--- src/rtl/bus_pkg.sv ---
// Shared definitions for the bus source arbiter: the default source count and
// the arbiter state encoding.
package bus_pkg;

  localparam int N_SRC_DEF = 32;

  typedef enum logic [1:0] {
    ST_IDLE  = 2'd0,
    ST_GRANT = 2'd1,
    ST_LOCK  = 2'd2
  } arb_state_e;

endpackage

--- src/rtl/prio_enc.sv ---
// Lowest-set-bit priority encoder. Outputs the binary index of the lowest set
// request bit and a found flag. The index is always below N.
module prio_enc #(
  parameter int N = 32,
  parameter int W = (N > 1) ? $clog2(N) : 1
) (
  input  logic [N-1:0] i_req,
  output logic [W-1:0] o_idx,
  output logic         o_found
);

  // Scan downward so that the lowest set bit is written last and wins.
  always_comb begin
    o_idx   = '0;
    o_found = 1'b0;
    for (int i = N - 1; i >= 0; i--) begin
      if (i_req[i]) begin
        o_idx   = W'(i);
        o_found = 1'b1;
      end
    end
  end

endmodule

--- src/rtl/bus_source_arbiter.sv ---
// Bus source arbiter: picks one of N_SRC requesters (fixed priority or
// round-robin) and holds the grant locked for multi-cycle transfers.
//
//   state    | meaning
//   ---------+------------------------------------------------------------
//   ST_IDLE  | no live grant; valid=0, S holds its last value
//   ST_GRANT | grant issued; re-arbitrates each cycle unless hold locks it
//   ST_LOCK  | grant frozen while hold=1 and the granted source requests
module bus_source_arbiter
  import bus_pkg::*;
#(
  parameter int N_SRC   = N_SRC_DEF,
  parameter int SEL_W   = $clog2(N_SRC),
  parameter int RR_MODE = 0
) (
  input  logic             clk,
  input  logic             clr_n,
  input  logic [N_SRC-1:0] req,
  input  logic             hold,
  output logic [SEL_W-1:0] S,
  output logic [N_SRC-1:0] grant,
  output logic             valid,
  output logic             multi
);

  arb_state_e       r_state, w_state_nxt;
  logic [SEL_W-1:0] r_sel, w_sel_nxt;
  logic [SEL_W-1:0] r_ptr, w_ptr_nxt;
  logic [N_SRC-1:0] r_grant, w_grant_nxt;
  logic             r_valid, w_valid_nxt;
  logic             r_multi, w_multi_nxt;

  logic [N_SRC-1:0] w_rr_mask;
  logic [N_SRC-1:0] w_req_msk;
  logic [N_SRC-1:0] w_onehot;
  logic [SEL_W-1:0] w_idx_all, w_idx_msk, w_winner;
  logic             w_found_all, w_found_msk;
  logic             w_cur_req;
  logic             w_arb;

  always_comb begin
    w_rr_mask = '0;
    for (int i = 0; i < N_SRC; i++) begin
      w_rr_mask[i] = (i >= int'(r_ptr));
    end
  end

  assign w_req_msk = req & w_rr_mask;

  prio_enc #(.N(N_SRC), .W(SEL_W)) u_enc_all (
    .i_req   (req),
    .o_idx   (w_idx_all),
    .o_found (w_found_all)
  );

  prio_enc #(.N(N_SRC), .W(SEL_W)) u_enc_msk (
    .i_req   (w_req_msk),
    .o_idx   (w_idx_msk),
    .o_found (w_found_msk)
  );

  // Round-robin falls back to the unmasked search when nothing sits at or above ptr.
  assign w_winner = ((RR_MODE != 0) && w_found_msk) ? w_idx_msk : w_idx_all;

  always_comb begin
    w_onehot = '0;
    for (int i = 0; i < N_SRC; i++) begin
      w_onehot[i] = (int'(w_winner) == i);
    end
  end

  // Grant register is zero in IDLE, so this is only true for a live grant.
  assign w_cur_req = |(req & r_grant);

  always_comb begin
    w_state_nxt = r_state;
    w_sel_nxt   = r_sel;
    w_ptr_nxt   = r_ptr;
    w_grant_nxt = r_grant;
    w_valid_nxt = r_valid;
    w_multi_nxt = 1'b0;
    w_arb       = 1'b1;

    case (r_state)
      ST_IDLE:           w_arb = 1'b1;
      ST_GRANT, ST_LOCK: w_arb = !(hold && w_cur_req);
      default:           w_arb = 1'b1;
    endcase

    if (!w_arb) begin
      w_state_nxt = ST_LOCK;
    end else if (w_found_all) begin
      w_state_nxt = ST_GRANT;
      w_sel_nxt   = w_winner;
      w_grant_nxt = w_onehot;
      w_valid_nxt = 1'b1;
      w_multi_nxt = ($countones(req) > 1);
      if (RR_MODE != 0) begin
        w_ptr_nxt = (w_winner == SEL_W'(N_SRC - 1)) ? '0 : w_winner + SEL_W'(1);
      end
    end else begin
      w_state_nxt = ST_IDLE;
      w_grant_nxt = '0;
      w_valid_nxt = 1'b0;
    end
  end

  always_ff @(posedge clk or negedge clr_n) begin
    if (!clr_n) begin
      r_state <= ST_IDLE;
      r_sel   <= '0;
      r_ptr   <= '0;
      r_grant <= '0;
      r_valid <= 1'b0;
      r_multi <= 1'b0;
    end else begin
      r_state <= w_state_nxt;
      r_sel   <= w_sel_nxt;
      r_ptr   <= w_ptr_nxt;
      r_grant <= w_grant_nxt;
      r_valid <= w_valid_nxt;
      r_multi <= w_multi_nxt;
    end
  end

  assign S     = r_sel;
  assign grant = r_grant;
  assign valid = r_valid;
  assign multi = r_multi;

endmodule

--- config.mk ---
export PLATFORM = sky130hd
export DESIGN_NAME = bus_source_arbiter
export DESIGN_NICKNAME = d
export VERILOG_FILES = /design/src/rtl/bus_pkg.sv /design/src/rtl/prio_enc.sv /design/src/rtl/bus_source_arbiter.sv
export SDC_FILE = /design/constraint.sdc
export NUM_CORES = 1
export LEC_CHECK = 0
export CAP_MARGIN = 20
export CORE_MARGIN = 2
export CORE_UTILIZATION = 54
export DETAILED_ROUTE_END_ITERATION = 10
export PLACE_DENSITY = 0.93
export SETUP_SLACK_MARGIN = 0.05
export SLEW_MARGIN = 0
export SYNTH_ARGS = -nofsm -noshare
export SYNTH_HDL_FRONTEND = slang
export SYNTH_SLANG_ARGS = --single-unit
--- constraint.sdc ---
create_clock -name clk -period 3.9 [get_ports clk]
set_input_delay 0.39 -clock clk [delete_from_list [all_inputs] [get_ports clk]]
set_output_delay 0.39 -clock clk [all_outputs]
set_load 0.05 [all_outputs]
==> results.txt <==
- In this run the worst path has a maximum fanout of 2.
- Clock root buffer master: sky130_fd_sc_hd__clkbuf_8
- Detailed-router iteration count before antenna repair: 5
- Endpoint arrival time on the critical path: 4220 ps
- At the pin with the least slew margin, the transition time is 1030 ps.
- Peak supply drop: 0.000370 V
- Cell types with the largest area share after synthesis: sky130_fd_sc_hd__dfrtp_1, sky130_fd_sc_hd__fa_1, sky130_fd_sc_hd__ha_1
- The synthesized netlist occupies a cell area of 0.00307 mm².
* Path type of the worst min-delay path: input port to async pin
- The longest clock path from root to sink contains 2 buffers.
- In the global route stage, overall resource usage came out at 0.339.
- Once routing completed, OpenROAD measured the worst setup slack at -158 ps.
* Placeable Area: about 0.0055 mm²
- The flow ran to the end, but the final reports show violations.
* Fill cells: between 300 and 400
- The finished cells cover roughly 0.0043 mm².
- Of the total synthesized cell area, the portion taken by AND, OR, NAND and NOR gates is 0.167.
- The placed instances occupy a cell area of 0.00411 mm².
* Count of max-cap constraint violations: 0
- Measured against its own limit, the worst slew margin works out to 0.312.
* DRC: 0
- Post-Synth XOR/XNOR Area: 0.00286
- Top achievable clock speed: 246 MHz
- The floorplan has 27 rows.
- Pin placement for this block handled 74 I/O pins.
- The final layout contains routed wiring with a total length of 10,000 µm.
- The number of hold violations in the final report is 0.
* Multiplexer share of the synthesized area: 0.0106
- The analysis attributes to cell leakage a power of 0.00184 µW.
- In this run, synthesis inferred 0 flip-flops with an integrated enable.
- The first global-routing pass estimated 15,700 µm of wire.
* Number of vias after detailed routing: about 3,000
- Insertion delay of the later-clocked pin in the worst-skew pair: 300 ps
- Post-synthesis sequential area ratio: 0.335
* Placed insts: 487
- The synthesized design spends more area on one cell type than any other, namely sky130_fd_sc_hd__dfrtp_1.
- For this design, the slowest cell found on the critical path is sky130_fd_sc_hd__fa_1.
- Critical Path End Type: flip-flop
- In this run the vertical extent of the chip is 79.3 µm.
- Synth Register Bits: 41
- Synthesized-area fraction occupied by adder cells: 0.255
* Final antenna diode count: 0
- Avg Synthesized Cell Area: 9.73 µm²
- Clk_skew: between 8 and 9 ps
* CTS HTree Levels: 2
- The count of final max-slew check failures came to 0.
- Entering global routing, the biggest net connects 42 pins.
- The number of clock buffers added by TritonCTS is 5.
* Series of cell instances along the critical path: buf_2 > fa_1 > ha_2 > ha_4 > fa_1 > fa_1 > fa_1 > fa_1 > fa_1 > nor4_2 > a31oi_1
- Of the post-synthesis cell area, the dominant cell type holds 0.335.
- Setup TNS: -158 ps
* Combinational family with the most area after synthesis: adder cells
* Antenna violations before repair: 0
- Netlist cell types: between 50 and 60
- After clock tree synthesis, the clock-pin slew on the worst setup and hold paths is approximately 80 ps.
- TritonCTS built the clock tree.
- After the last flow step, the layout net total stands at about 510.
* # setup viols final: 1
* Final non-filler cell total: ~500
* Dominant cell by count in the synthesized netlist: sky130_fd_sc_hd__dfrtp_1
- CP Launch Type: input port
- CP dominant cell by count: sky130_fd_sc_hd__fa_1
* Flip-flop cell with the highest count after synthesis: sky130_fd_sc_hd__dfrtp_1
* Area grow syn2layout: 38.8%
* WL/cell: 20.3 µm
- By count the netlist is led by sky130_fd_sc_hd__dfrtp_1, sky130_fd_sc_hd__inv_1, sky130_fd_sc_hd__nand2_1.
* Endpoint required time on the critical path: 4070 ps
* Final critical-path required period: about 4100 ps
- Vias per Instance: between 6 and 7
* Critical Path Max Stage Delay: 600 ps
- The number of setup buffers added after CTS is 0.
* Ratio of final minimum period to clock period: 1.04
- The worst register-to-register path has a setup slack of around 1400 ps.
- Placer Congestion: 1.04
- Summed over all layers, the global routing overflow is 0.
- Post-synthesis instance total: 315
- Clk sinks: 41
* Area fraction in compound gates after synthesis: 0.178
- Setup repair after global routing could not meet its margin everywhere.
- Initial core utilization: 0.557
* Post-DRT Antenna Nets: 0
- Synthesis produced a netlist with a net count of 398.
- WS Path Type: input port to flip-flop
- Die outline area: 0.00630 mm²
- Hold-fix buffer count after cts: 0
* Yosys warning count: 0
- Violations in the final reports: negative setup slack
- Floorplan die width: 79.3 µm
- Power density relative to cell area: 431 mW/mm²
- In the synthesized netlist the async set-or-reset flop fraction comes to 1.00.
* Share of post-route cells with drive strength above 1: 0.199
- The via count of the first global-routing pass is 2,932.
- Final core occ: 0.773
- In this run the tool buffered the top-level ports with 73 buffer cells.
* Iter 0 DRT Violations: just under 300
- After legalization and detailed placement, the total HPWL measured 8030 µm.
what timing repair did:
action / 4_1_cts / 5_1_grt
gates cloned: 0 / 0
gates resized for setup: 71 / 9
endpoints found under the setup margin: 1 / 1
pin swaps: 22 / 13
worst max-delay path: cells and delay by family:
kind | cells | cell delay, ps
adders and majority gates | 8 | 3490
and+or+nand+nor | 1 | 140
AOI/OAI and AO/OA | 1 | 100
buffers and inverters | 1 | 120
through the flow:
step | power, µW | setup slack (ps) | hold slack [ps]
global placement | 1380 | -821 | 478
floorplan | 1090 | -208 | 94.4
detailed placement | 1430 | -830 | 490
global route | 1960 | -250 | 279
finish | 1830 | -158 | 206
CTS | 1800 | -201 | 235
cells in the final DEF (no fill, tap or decap), types with 14 or more instances in the layout:
cell type and count:
sky130_fd_sc_hd__clkdlybuf4s50_1 54, sky130_fd_sc_hd__dfrtp_1 41, sky130_fd_sc_hd__nand2_1 36, sky130_fd_sc_hd__inv_1 36, sky130_fd_sc_hd__buf_4 32, sky130_fd_sc_hd__fa_1 23
sky130_fd_sc_hd__nor2_1 21, sky130_fd_sc_hd__o21ai_0 18, sky130_fd_sc_hd__a22oi_1 14, sky130_fd_sc_hd__o21ai_1 14, sky130_fd_sc_hd__ha_1 14
area by class of cell:
cell class / instances / area (µm²) / share of cell area
Multi-Input combinational cell: 233 / 1960 / 0.461
Sequential cell: 41 / 1030 / 0.241
Timing Repair Buffer: 105 / 922 / 0.217
Inverter: 36 / 135 / 0.0318
Tap cell: 72 / 90.1 / 0.0212
Clock buffer: 6 / 82.6 / 0.0194
Clock inverter: 2 / 37.5 / 0.00882
routing by layer:
metal  vias to the layer above  global-route usage  wire length [µm]  part of all wire
met1                      1440               0.459              4120              0.41
met5                         -                   0                 0                 0
met4                         0               0.103               271             0.027
met3                        36              0.0682               863             0.086
met2                       186               0.554              4770              0.48
li1                       1334                   -                 -                 -
sequential cells by signal (all words and copies together) (netlist names):
register	count
valid	1
grant	32
multi	1
r_state	2
S	5
path summary, 6_finish.rpt:
check / startpoint / endpoint / cells after the start
hold reg to reg: S[4] / S[4] / 1
max in group asynchronous: clr_n / grant[5] / 1
setup reg to reg: grant[12] / grant[14] / 6
setup / recovery: req[11] / multi / 11
hold / removal: clr_n / multi / 1
min in group clk: req[0] / grant[1] / 3
report_power, final:
group | internal [µW] | switching, µW
combinational | 442 | 571
clock | 208 | 155
sequential | 444 | 12.2
total | 1090 | 738
cells by family after synthesis:
logic type      Yosys count
flops                    41
compound gates           81
buf+inv                  41
simple gates            100
mux                       3
fa+ha+maj                48
xor+xnor                  1
Note: power is estimated with default switching activity, not from simulation.
